===== config.mk =====
export PLATFORM = sky130hd
export DESIGN_NAME = rice_core_csr_access_unit_flat
export DESIGN_NICKNAME = d
export VERILOG_FILES = /design/src/rtl/rice_core_csr_access_unit.sv /design/src/rtl/rice_core_csr_access_unit_if.sv /design/src/flat_wrapper.sv
export SDC_FILE = /design/constraint.sdc
export NUM_CORES = 1
export LEC_CHECK = 0
export CORE_MARGIN = 5
export CORE_UTILIZATION = 48
export CTS_BUF_LIST = sky130_fd_sc_hd__clkbuf_4 sky130_fd_sc_hd__clkbuf_8
export DETAILED_ROUTE_END_ITERATION = 16
export PLACE_DENSITY = 0.79
export RECOVER_POWER = 25
export SETUP_SLACK_MARGIN = 0.02
export SLEW_MARGIN = 20
export SYNTH_ARGS = -nofsm -noshare
export SYNTH_HDL_FRONTEND = slang
export SYNTH_SLANG_ARGS = --single-unit

===== constraint.sdc =====
create_clock -name i_clk -period 2.6 [get_ports i_clk]
set_input_delay 0.52 -clock i_clk [delete_from_list [all_inputs] [get_ports i_clk]]
set_output_delay 0.52 -clock i_clk [all_outputs]
set_load 0.01 [all_outputs]

===== src/rtl/rice_core_csr_access_unit.sv =====
// Zicsr access sequencer: runs CSRRW/RS/RC and immediate forms as read, write or RMW bus
// transactions. Response timeout and drain are built only with RICE_CORE_CSR_ACCESS_TIMEOUT_EN.
package rice_core_pkg;
  typedef enum logic [2:0] {
    CSR_RW  = 3'b001,
    CSR_RS  = 3'b010,
    CSR_RC  = 3'b011,
    CSR_RWI = 3'b101,
    CSR_RSI = 3'b110,
    CSR_RCI = 3'b111
  } rice_core_csr_access;

  typedef logic [4:0] rice_riscv_rs;
endpackage

module rice_core_csr_access_unit
  import rice_core_pkg::*;
#(
  parameter int XLEN           = 32,
  parameter int ADDRESS_WIDTH  = 12,
  parameter int TIMEOUT_CYCLES = 256
) (
  input  logic                     i_clk,
  input  logic                     i_rst_n,
  input  logic                     i_valid,
  output logic                     o_ready,
  input  rice_core_csr_access      i_csr_access,
  input  rice_riscv_rs             i_rs1,
  input  rice_riscv_rs             i_rd,
  input  logic [XLEN-1:0]          i_rs1_value,
  input  logic [ADDRESS_WIDTH-1:0] i_csr_address,
  input  logic [1:0]               i_privilege,
  output logic                     o_done,
  output logic [XLEN-1:0]          o_read_data,
  output logic                     o_error,
  output logic                     o_illegal,
  output logic                     o_timeout,
  rice_bus_if.master               csr_if
);

  localparam logic [2:0] ST_IDLE    = 3'd0;
  localparam logic [2:0] ST_ILLEGAL = 3'd1;
  localparam logic [2:0] ST_READ    = 3'd2;
  localparam logic [2:0] ST_WRITE   = 3'd3;
`ifdef RICE_CORE_CSR_ACCESS_TIMEOUT_EN
  localparam logic [2:0] ST_DRAIN   = 3'd4;
`endif

  logic [2:0]               state;
  logic [1:0]               op_kind;
  logic [XLEN-1:0]          operand;
  logic [ADDRESS_WIDTH-1:0] address;
  logic                     do_read;
  logic                     do_write;
  logic                     req_valid;
  logic                     req_sent;
  logic                     req_acked;
  logic [XLEN-1:0]          read_value;
  logic                     done;
  logic [XLEN-1:0]          result;
  logic                     error_flag;
  logic                     illegal_flag;
  logic                     timeout_flag;

  logic [2:0]      acc_bits;
  logic            acc_is_rw;
  logic            acc_do_read;
  logic            acc_do_write;
  logic            acc_illegal;
  logic [XLEN-1:0] acc_operand;
  logic            in_bus;
  logic            request_ack;
  logic            response_ack;
  logic            tmo_hit;

  function automatic logic [XLEN-1:0] merge_wdata(input logic [1:0]      kind,
                                                  input logic [XLEN-1:0] r,
                                                  input logic [XLEN-1:0] d);
    logic [XLEN-1:0] w;
    case (kind)
      2'b10:   w = r | d;
      2'b11:   w = r & ~d;
      default: w = d;
    endcase
    return w;
  endfunction

  // Suppression follows the register indices, not the operand value.
  assign acc_bits     = i_csr_access;
  assign acc_is_rw    = (acc_bits[1:0] == 2'b01);
  assign acc_do_read  = !(acc_is_rw && (i_rd == 5'd0));
  assign acc_do_write = acc_is_rw || (i_rs1 != 5'd0);
  assign acc_operand  = acc_bits[2] ? {{(XLEN-5){1'b0}}, i_rs1} : i_rs1_value;

  generate
    if (ADDRESS_WIDTH >= 12) begin : g_priv_check
      assign acc_illegal = (i_csr_address[9:8] > i_privilege) ||
                           (acc_do_write && (i_csr_address[11:10] == 2'b11));
    end else begin : g_no_priv_check
      assign acc_illegal = 1'b0;
    end
  endgenerate

  assign in_bus       = (state == ST_READ) || (state == ST_WRITE);
  assign request_ack  = req_valid && csr_if.request_ready;
  assign response_ack = csr_if.response_valid && csr_if.response_ready;

`ifdef RICE_CORE_CSR_ACCESS_TIMEOUT_EN
  localparam int TMO_W = $clog2(TIMEOUT_CYCLES + 1);
  logic [TMO_W-1:0] tmo_cnt;
  logic             tmo_counting;

  assign tmo_counting = in_bus && req_sent && (req_valid || !response_ack);
  assign tmo_hit      = tmo_counting && (tmo_cnt == TMO_W'(TIMEOUT_CYCLES - 1));

  // Wait counter, restarted whenever a new request is raised.
  always_ff @(posedge i_clk or negedge i_rst_n) begin
    if (!i_rst_n) begin
      tmo_cnt <= '0;
    end else if (in_bus && !req_sent) begin
      tmo_cnt <= '0;
    end else if (tmo_counting) begin
      tmo_cnt <= tmo_cnt + TMO_W'(1);
    end else begin
      tmo_cnt <= tmo_cnt;
    end
  end

  assign csr_if.response_ready = (in_bus || (state == ST_DRAIN)) && !req_valid;
`else
  logic unused_tmo_cfg;
  assign unused_tmo_cfg        = (TIMEOUT_CYCLES > 0);
  assign tmo_hit               = 1'b0;
  assign csr_if.response_ready = in_bus && !req_valid;
`endif

  assign csr_if.request_valid = req_valid;
  assign csr_if.address       = address;
  assign csr_if.strobe        = (state == ST_WRITE) ? {(XLEN/8){1'b1}} : {(XLEN/8){1'b0}};
  assign csr_if.write_data    = merge_wdata(op_kind, read_value, operand);

  assign o_ready     = (state == ST_IDLE);
  assign o_done      = done;
  assign o_read_data = result;
  assign o_error     = error_flag;
  assign o_illegal   = illegal_flag;
  assign o_timeout   = timeout_flag;

  // Sequencer: command capture, bus handshakes and registered completion reporting.
  always_ff @(posedge i_clk or negedge i_rst_n) begin
    if (!i_rst_n) begin
      state        <= ST_IDLE;
      op_kind      <= 2'b00;
      operand      <= '0;
      address      <= '0;
      do_read      <= 1'b0;
      do_write     <= 1'b0;
      req_valid    <= 1'b0;
      req_sent     <= 1'b0;
      req_acked    <= 1'b0;
      read_value   <= '0;
      done         <= 1'b0;
      result       <= '0;
      error_flag   <= 1'b0;
      illegal_flag <= 1'b0;
      timeout_flag <= 1'b0;
    end else begin
      done <= 1'b0;
      case (state)
        ST_IDLE: begin
          if (i_valid) begin
            op_kind   <= acc_bits[1:0];
            operand   <= acc_operand;
            address   <= i_csr_address;
            do_read   <= acc_do_read;
            do_write  <= acc_do_write;
            req_sent  <= 1'b0;
            req_acked <= 1'b0;
            if (acc_illegal) begin
              state <= ST_ILLEGAL;
            end else if (acc_do_read) begin
              state <= ST_READ;
            end else begin
              state <= ST_WRITE;
            end
          end
        end
        ST_ILLEGAL: begin
          done         <= 1'b1;
          result       <= '0;
          error_flag   <= 1'b1;
          illegal_flag <= 1'b1;
          timeout_flag <= 1'b0;
          state        <= ST_IDLE;
        end
        ST_READ, ST_WRITE: begin
          if (!req_sent) begin
            req_valid <= 1'b1;
            req_sent  <= 1'b1;
          end else if (tmo_hit) begin
            req_valid    <= 1'b0;
            req_acked    <= req_acked || request_ack;
            done         <= 1'b1;
            result       <= '0;
            error_flag   <= 1'b1;
            illegal_flag <= 1'b0;
            timeout_flag <= 1'b1;
`ifdef RICE_CORE_CSR_ACCESS_TIMEOUT_EN
            state        <= ST_DRAIN;
`else
            state        <= ST_IDLE;
`endif
          end else begin
            if (request_ack) begin
              req_valid <= 1'b0;
              req_acked <= 1'b1;
            end
            if (response_ack) begin
              // A clean read with a pending write turns into the write phase of the RMW.
              if ((state == ST_READ) && !csr_if.error && do_write) begin
                read_value <= csr_if.read_data;
                req_sent   <= 1'b0;
                req_acked  <= 1'b0;
                state      <= ST_WRITE;
              end else begin
                done         <= 1'b1;
                error_flag   <= csr_if.error;
                illegal_flag <= 1'b0;
                timeout_flag <= 1'b0;
                if (state == ST_READ) begin
                  result <= csr_if.error ? '0 : csr_if.read_data;
                end else begin
                  result <= do_read ? read_value : '0;
                end
                state <= ST_IDLE;
              end
            end
          end
        end
`ifdef RICE_CORE_CSR_ACCESS_TIMEOUT_EN
        ST_DRAIN: begin
          if (!req_acked || response_ack) begin
            state <= ST_IDLE;
          end
        end
`endif
        default: begin
          state <= ST_IDLE;
        end
      endcase
    end
  end

endmodule

===== src/rtl/rice_core_csr_access_unit_if.sv =====
// CSR bus interface: request channel (address/strobe/write_data) and response channel
// (read_data/error), each with its own valid/ready pair.
interface rice_bus_if #(
  parameter int XLEN          = 32,
  parameter int ADDRESS_WIDTH = 12
);
  logic                     request_valid;
  logic                     request_ready;
  logic [ADDRESS_WIDTH-1:0] address;
  logic [XLEN/8-1:0]        strobe;
  logic [XLEN-1:0]          write_data;
  logic                     response_valid;
  logic                     response_ready;
  logic [XLEN-1:0]          read_data;
  logic                     error;

  modport master (
    output request_valid, address, strobe, write_data, response_ready,
    input  request_ready, response_valid, read_data, error
  );

  modport slave (
    input  request_valid, address, strobe, write_data, response_ready,
    output request_ready, response_valid, read_data, error
  );
endinterface


===== src/flat_wrapper.sv =====
// flat-port wrapper written by rule: the top's interface ports become plain ports
module rice_core_csr_access_unit_flat import rice_core_pkg::*;
#(
  parameter int XLEN           = 32,
  parameter int ADDRESS_WIDTH  = 12,
  parameter int TIMEOUT_CYCLES = 256
)
  (i_clk, i_rst_n, i_valid, o_ready, i_csr_access, i_rs1, i_rd, i_rs1_value, i_csr_address, i_privilege, o_done, o_read_data, o_error, o_illegal, o_timeout, csr_if_request_valid, csr_if_address, csr_if_strobe, csr_if_write_data, csr_if_response_ready, csr_if_request_ready, csr_if_response_valid, csr_if_read_data, csr_if_error);
  rice_bus_if #(.XLEN(XLEN), .ADDRESS_WIDTH(ADDRESS_WIDTH)) csr_if_i ();
  input  logic i_clk;
  input  logic i_rst_n;
  input  logic i_valid;
  output logic o_ready;
  input  rice_core_csr_access i_csr_access;
  input  rice_riscv_rs i_rs1;
  input  rice_riscv_rs i_rd;
  input  logic [XLEN-1:0] i_rs1_value;
  input  logic [ADDRESS_WIDTH-1:0] i_csr_address;
  input  logic [1:0] i_privilege;
  output logic o_done;
  output logic [XLEN-1:0] o_read_data;
  output logic o_error;
  output logic o_illegal;
  output logic o_timeout;
  output wire logic [$bits(csr_if_i.request_valid)-1:0] csr_if_request_valid;
  output wire logic [$bits(csr_if_i.address)-1:0] csr_if_address;
  output wire logic [$bits(csr_if_i.strobe)-1:0] csr_if_strobe;
  output wire logic [$bits(csr_if_i.write_data)-1:0] csr_if_write_data;
  output wire logic [$bits(csr_if_i.response_ready)-1:0] csr_if_response_ready;
  input wire logic [$bits(csr_if_i.request_ready)-1:0] csr_if_request_ready;
  input wire logic [$bits(csr_if_i.response_valid)-1:0] csr_if_response_valid;
  input wire logic [$bits(csr_if_i.read_data)-1:0] csr_if_read_data;
  input wire logic [$bits(csr_if_i.error)-1:0] csr_if_error;
  assign csr_if_request_valid = csr_if_i.request_valid;
  assign csr_if_address = csr_if_i.address;
  assign csr_if_strobe = csr_if_i.strobe;
  assign csr_if_write_data = csr_if_i.write_data;
  assign csr_if_response_ready = csr_if_i.response_ready;
  assign csr_if_i.request_ready = csr_if_request_ready;
  assign csr_if_i.response_valid = csr_if_response_valid;
  assign csr_if_i.read_data = csr_if_read_data;
  assign csr_if_i.error = csr_if_error;
  rice_core_csr_access_unit #(.XLEN(XLEN), .ADDRESS_WIDTH(ADDRESS_WIDTH), .TIMEOUT_CYCLES(TIMEOUT_CYCLES)) u_core (.i_clk(i_clk), .i_rst_n(i_rst_n), .i_valid(i_valid), .o_ready(o_ready), .i_csr_access(i_csr_access), .i_rs1(i_rs1), .i_rd(i_rd), .i_rs1_value(i_rs1_value), .i_csr_address(i_csr_address), .i_privilege(i_privilege), .o_done(o_done), .o_read_data(o_read_data), .o_error(o_error), .o_illegal(o_illegal), .o_timeout(o_timeout), .csr_if(csr_if_i));
endmodule

==> metrics.md, run 1 <==
| Metric | Value |
|---|---|
| Status | finished, violations left |
| Failing checks | capacitance limit, slew limit |
| Final Critical Period | 2.45 ns |
| Top cell type's share of synthesized area | 0.537 |
| Root Buffer | clkbuf_8 |
| Cells after synthesis | 508 |
| Total Routing Usage GR | 0.218 |
| Least-Margin Pin Slew | 2.19 ns |
| WHS | 0.480 ns |
| Commonest non-fill, non-tap cell in the layout | clkdlybuf4s50_1 |
| TritonCTS Sinks | 119 |
| Overall power | 9.35 mW |
| Final wirelength | 14700 um |
| Pre-antenna DRT Iters | 4 |
| DRC Markers | 0 |
| Vias | 4424 |
| Final design area excluding fillers | 0.00795 mm2 |
| Final setup fails | 0 |
| Max Cap Viol | 1 |
| Area of the multi-input gates | 0.00237 mm2 |
| Most frequent cells in the layout | clkdlybuf4s50_1, dfrtp_1, nand2_1, mux2_2, o21ai_0 |
| Post-DP HPWL | 10900 um |
| Fraction of layout cells with a size suffix above 1 | 0.184 |
| Worst EP arrival | 1.93 ns |
| Ys async rst share | 1.00 |
| Largest net degree at the start of global routing | 48 |
| Critical Path RT | 2.08 ns |
| First-pass GRT wire length | 24500 um |
| Clk_skew | 0.0127 ns |
| CTS tree | built |
| Core footprint | 0.0114 mm2 |
| Maximum vdd drop | 0.652 mV |
| Clock buffer depth | 2 |
| Sequential cell area | 0.00298 mm2 |
| EDFF count, synth | 0 |
| Chip width | 117 um |
| Fin crit share | 0.943 |
| # H-tree levels | 4 |
| Seq/Total Area, Yosys | 0.537 |
| Starting Density | 0.487 |
| Post-Place Cell Area | 0.00754 mm2 |
| GPL Wtd Cong | 0.761 |
| Element type at the critical path end | output port |
| TritonCTS Buffers | 17 |
| Worst-path maximum fanout | 19 |
| Pwr Density | 1180 mW/mm2 |
| Yosys warnings | 0 |
| Post-CTS Setup Bufs | 0 |
| Reg clk slew, reported paths | 0.07 ns |
| Core Rows | 39 |
| Die Ht | 117 um |
| Cell Area, Synth | 0.00554 mm2 |
| Tightest Hold Check Type | reg -> reg |
| # port buffers | 182 |
| Total gr overflow | 0 |
| Diode count | 0 |
| Pleak | 3.53 nW |
| Final Hold Fails | 0 |
| Starting DRT DRC Count | 222 |
| Number of fill cells in the layout | 905 |
| Max transition margin | -0.460 |
| Layout area overhead | 43.5% |
| Final TNS setup | 0 ns |
| Synthesized net count | 607 |
| Clk_lat worst skew | 0.42 ns |
| Average size of a mapped cell | 10.9 um2 |
| Post-DRT Antenna Nets | 0 |
| Synth area leaders | dfrtp_1, mux2_2, nand2_1, o21ai_0, a22o_1 |
| DR vias/cell | 5.24 |
| Ys flop type | dfrtp_1 |
| Vias in the first global route | 4817 |
| Highest Clock Rate | 408 MHz |
| RSZ-0062 raised after global routing | yes |
| Critical Path Source Type | register |
| I/O pin total | 184 |
| Initial antenna violation count | 0 |
| Final net count | 787 |
| DR WL/cell | 17.4 um |
| Post-synth top area cell | dfrtp_1 |
| Post-layout util | 0.699 |
| Max-slew violations | 38 |
| Critical Setup Path Class | reg -> out |
| Die area | 0.0138 mm2 |
| Synth unique cells | 34 |
| Yosys reg bits | 119 |
## power by group
group | leakage [nW] | total [mW] | switching [mW] | internal, mW
Combinational | 1.80 | 4.38 | 1.93 | 2.45
Sequential | 1.53 | 3.34 | 0.620 | 2.72
Clock | 0.192 | 1.63 | 0.722 | 0.908
## layer usage
layer / routed length (um) / up-vias / part of all wire / track usage
met2: 7500 / 129 / 0.51 / 0.378
met4: 114 / 0 / 0.0077 / 0.0500
met5: 0 / - / 0 / 0
li1: - / 2118 / - / -
met1: 6220 / 2169 / 0.42 / 0.264
met3: 884 / 8 / 0.060 / 0.0731
## critical path: stages, from the launching register on
cell and delay, ns:
dfrtp_1 0.43, nand2_1 0.13, buf_6 0.21, nand2_1 0.08
o21ai_0 0.08, clkdlybuf4s50_1 0.58
## final timing paths
| check | cells after the start | end | slack (ns) | from |
|---|---|---|---|---|
| max in group asynchronous | 1 | u_core.read_value[31] | 0.59 | i_rst_n |
| max | 5 | csr_if_write_data[10] | 0.15 | u_core.op_kind[0] |
| min | 2 | u_core.do_read | 0.48 | u_core.do_read |
| min reg2reg | 2 | u_core.do_read | 0.48 | u_core.do_read |
| min in group asynchronous | 1 | u_core.do_write | 0.74 | i_rst_n |
| max reg2reg | 4 | u_core.o_read_data[22] | 0.53 | u_core.state[1] |
## registers in the layout, summed over array words and instances (netlist names)
name                         count
u_core.o_read_data              32
u_core.operand                  32
u_core.read_value               32
u_core.csr_if.address           12
u_core.op_kind                   2
u_core.state                     2
u_core.csr_if.request_valid      1
u_core.do_read                   1
u_core.do_write                  1
u_core.o_done                    1
u_core.o_error                   1
u_core.o_illegal                 1
u_core.req_sent                  1
## cells by family after synthesis
kind of cell / share of synthesized area
AOI/OAI and AO/OA: 0.127
adders and majority gates: 0.00451
buffers and inverters: 0.0373
DFF: 0.537
muxes: 0.170
other: 0.000677
and+or+nand+nor: 0.123
## through the flow
stage / setup slack [ns] / std cells
2_1_floorplan: 0.769 / 508
5_1_grt: 0.00172 / 844
3_5_place_dp: 0.274 / 812
6_report: 0.149 / 844
4_1_cts: 0.0635 / 844
3_3_place_gp: 0.324 / 812
## cell usage after synthesis, types with 3 or more instances
library cell,count
buf_4,5
o21ai_0,66
a21oi_1,5
clkbuf_1,24
a22o_1,32
mux2_1,3
mux2i_1,5
mux2_2,76
nor3_1,3
buf_6,3
inv_1,3
dfrtp_1,119
nor2_1,5
buf_2,6
nand2b_1,30
nand2_1,100
## what timing repair did
action	in CTS	in global routing
hold buffers	0	0
gates resized for setup	1	7
pin swaps	0	0
setup endpoints to repair	1	13
## final cells by class
cell class | count | area share
tap | 143 | 0.0225
sequential | 119 | 0.375
multi-input combinational | 347 | 0.298
clock buffer | 21 | 0.0340
clock inverter | 11 | 0.0159
timing repair buffer | 199 | 0.254
inverter | 4 | 0.00189
No activity file was read; power rests on OpenSTA's default activity.
==> inputs of run 2 (changes only) <==
- HOLD_SLACK_MARGIN: not set -> 0.02
- SETUP_SLACK_MARGIN: 0.02 -> not set
==> run 2 against run 1 <==
Compared with the run above: the run still ends with capacitance limit, slew limit left; worst setup slack got worse by 0.012 ns; sequential power about the same; power about the same.
==> metrics.md, run 2 (synthesis results as in run 1) <==
| Metric | Value |
|---|---|
| Post-DRT Antenna Nets | 0 (unchanged) |
| Total gr overflow | 0 (unchanged) |
| DRC Markers | 0 (unchanged) |
| Clk_skew | 0.0122 ns (-0.000527 ns) |
| Core Rows | 39 (unchanged) |
| Buf+Inv Stages, Crit Path | 2 (unchanged) |
| First-pass GRT wire length | 24500 um (unchanged) |
| CTS tree | built |
| Clk_lat worst skew | 0.42 ns (about the same) |
| GPL Wtd Cong | 0.761 (unchanged) |
| Initial antenna violation count | 0 (unchanged) |
| Crit-path cells | nand2_1 -> buf_6 -> nand2_1 -> o21ai_0 -> clkdlybuf4s50_1 |
| Worst-path maximum fanout | 19 (unchanged) |
| Core footprint | 0.0114 mm2 (unchanged) |
| Pwr Density | 1180 mW/mm2 (+0.10%) |
| Post-Place Cell Area | 0.00754 mm2 (unchanged) |
| Maximum vdd drop | 0.652 mV (about the same) |
| Total Routing Usage GR | 0.218 (unchanged) |
| Critical Path Source Type | register |
| Final Critical Period | 2.46 ns (+0.0120 ns) |
| Most frequent cells in the layout | clkdlybuf4s50_1, dfrtp_1, nand2_1, mux2_2, o21ai_0 |
| DR WL/cell | 17.4 um (about the same) |
| Final setup fails | 0 (unchanged) |
| Crit path max-delay family | buffers and inverters |
| Final TNS setup | 0 ns (unchanged) |
| Diode count | 0 (unchanged) |
| Die area | 0.0138 mm2 (unchanged) |
| Clock buffer depth | 2 (unchanged) |
| Tightest Hold Check Type | reg -> reg |
| Critical Path RT | 2.08 ns (about the same) |
| Layout area overhead | 43.4% (about the same) |
| Root Buffer | clkbuf_8 |
| Chip width | 117 um (unchanged) |
| Starting Density | 0.487 (unchanged) |
| Status | finished, violations left |
| Vias in the first global route | 4817 (unchanged) |
| Max-slew violations | 38 (unchanged) |
| TritonCTS Buffers | 17 (unchanged) |
| CTS hold repair buffers | 0 (unchanged) |
| Final net count | 787 (unchanged) |
| Commonest non-fill, non-tap cell in the layout | clkdlybuf4s50_1 |
| Final design area excluding fillers | 0.00795 mm2 (about the same) |
| Max transition margin | -0.465 (-0.00443) |
| HP Start | u_core.csr_if.address[8] |
| # port buffers | 182 (unchanged) |
| Slowest-stage cell, CP | clkdlybuf4s50_1 |
| Fin crit share | 0.947 (+0.00463) |
| Final wirelength | 14700 um (about the same) |
| Worst EP arrival | 1.94 ns (about the same) |
| Post-DP HPWL | 10900 um (unchanged) |
| Critical Setup Path Class | reg -> out |
| Highest Clock Rate | 406 MHz (-0.49%) |
| Reg-to-reg startpoint | u_core.state[1] |
| Overall power | 9.36 mW (about the same) |
| Inst Count DP | 812 (unchanged) |
| Max Cap Viol | 1 (unchanged) |
| Die Ht | 117 um (unchanged) |
| Pre-antenna DRT Iters | 4 (unchanged) |
| Number of fill cells in the layout | 909 (+0.44%) |
| Critical Path Max Stage Delay | 0.58 ns (about the same) |
| Pleak | 3.50 nW (-0.76%) |
| Vias | 4430 (+0.14%) |
| # H-tree levels | 4 (unchanged) |
| TritonCTS Sinks | 119 (unchanged) |
| I/O pin total | 184 (unchanged) |
| Final std cells w/o fill | 844 (unchanged) |
| Failing checks | capacitance limit, slew limit |
| Largest net degree at the start of global routing | 48 (unchanged) |
| Least-Margin Pin Slew | 2.20 ns (+0.00664 ns) |
| Worst Setup SP | u_core.op_kind[0] |
| Fraction of layout cells with a size suffix above 1 | 0.184 (unchanged) |
| Starting DRT DRC Count | 240 (+8.1%) |
| RSZ-0062 raised after global routing | no |
| Reg clk slew, reported paths | 0.07 ns (about the same) |
| Element type at the critical path end | output port |
| DR vias/cell | 5.25 (+0.14%) |
| Final Hold Fails | 0 (unchanged) |
| Most common cell type on the critical path | nand2_1 |
## run 2: worst register-to-register path, cell delays in order (launching register included)
cell and delay [ns]:
dfrtp_1 0.58, and3_1 0.78, buf_4 0.35, a22o_1 0.16, mux2_2 0.14
## run 2: repair_timing
action                     in CTS  in global routing
resized for setup               0                  6
setup buffers                   0                  0
setup endpoints to repair       0                 18
## run 2: per-stage QoR
| step | hold WS, ns | util | worst slack, ns |
|---|---|---|---|
| after global routing | 0.520 | 0.699 | 0.00172 |
| after global placement | 0.459 | 0.663 | 0.324 |
| final | 0.479 | 0.699 | 0.137 |
| after detailed placement | 0.469 | 0.663 | 0.274 |
| after floorplan | 0.224 | - | 0.769 |
| after CTS | 0.0670 | 0.698 | 0.0137 |
## run 2: worst paths after layout
path	to	slack, ns	cells after the start
worst max register to register	u_core.o_read_data[22]	0.52	4
worst min register to register	u_core.csr_if.address[8]	0.48	2
max in group asynchronous	u_core.read_value[31]	0.59	1
worst min-delay path	u_core.csr_if.address[8]	0.48	2
min in group asynchronous	u_core.csr_if.address[0]	0.74	1
worst max-delay path	csr_if_write_data[12]	0.14	5
## run 2: power by group
part / switching [mW] / leakage [nW] / internal (mW) / total, mW
combinational: 1.93 / 1.78 / 2.46 / 4.39
clock: 0.720 / 0.192 / 0.908 / 1.63
sequential: 0.621 / 1.53 / 2.72 / 3.34
## run 2: layout make-up
cell class                 count  area, um2  share of cell area
tap                          143        179              0.0225
clock inverter                11        126              0.0159
sequential                   119       2980               0.375
clock buffer                  21        270              0.0340
timing repair buffer         199       2010               0.253
multi-input combinational    347       2370               0.298
inverter                       4       15.0             0.00189
## run 2: per-layer routing
metal  track usage  part of all wire  wire length (um)  vias to the layer above
li1              -                 -                 -                     2116
met1         0.264              0.42              6160                     2166
met2         0.378              0.51              7510                      142
met3        0.0731             0.064               946                        6
met4        0.0500            0.0061                89                        0
met5             0                 0                 0                        -
==> inputs of run 3 (changes only) <==
- SLEW_MARGIN: 20 -> not set
==> results of run 3 <==
No change in the layout: final DEF, timing and power equal those of run 2.
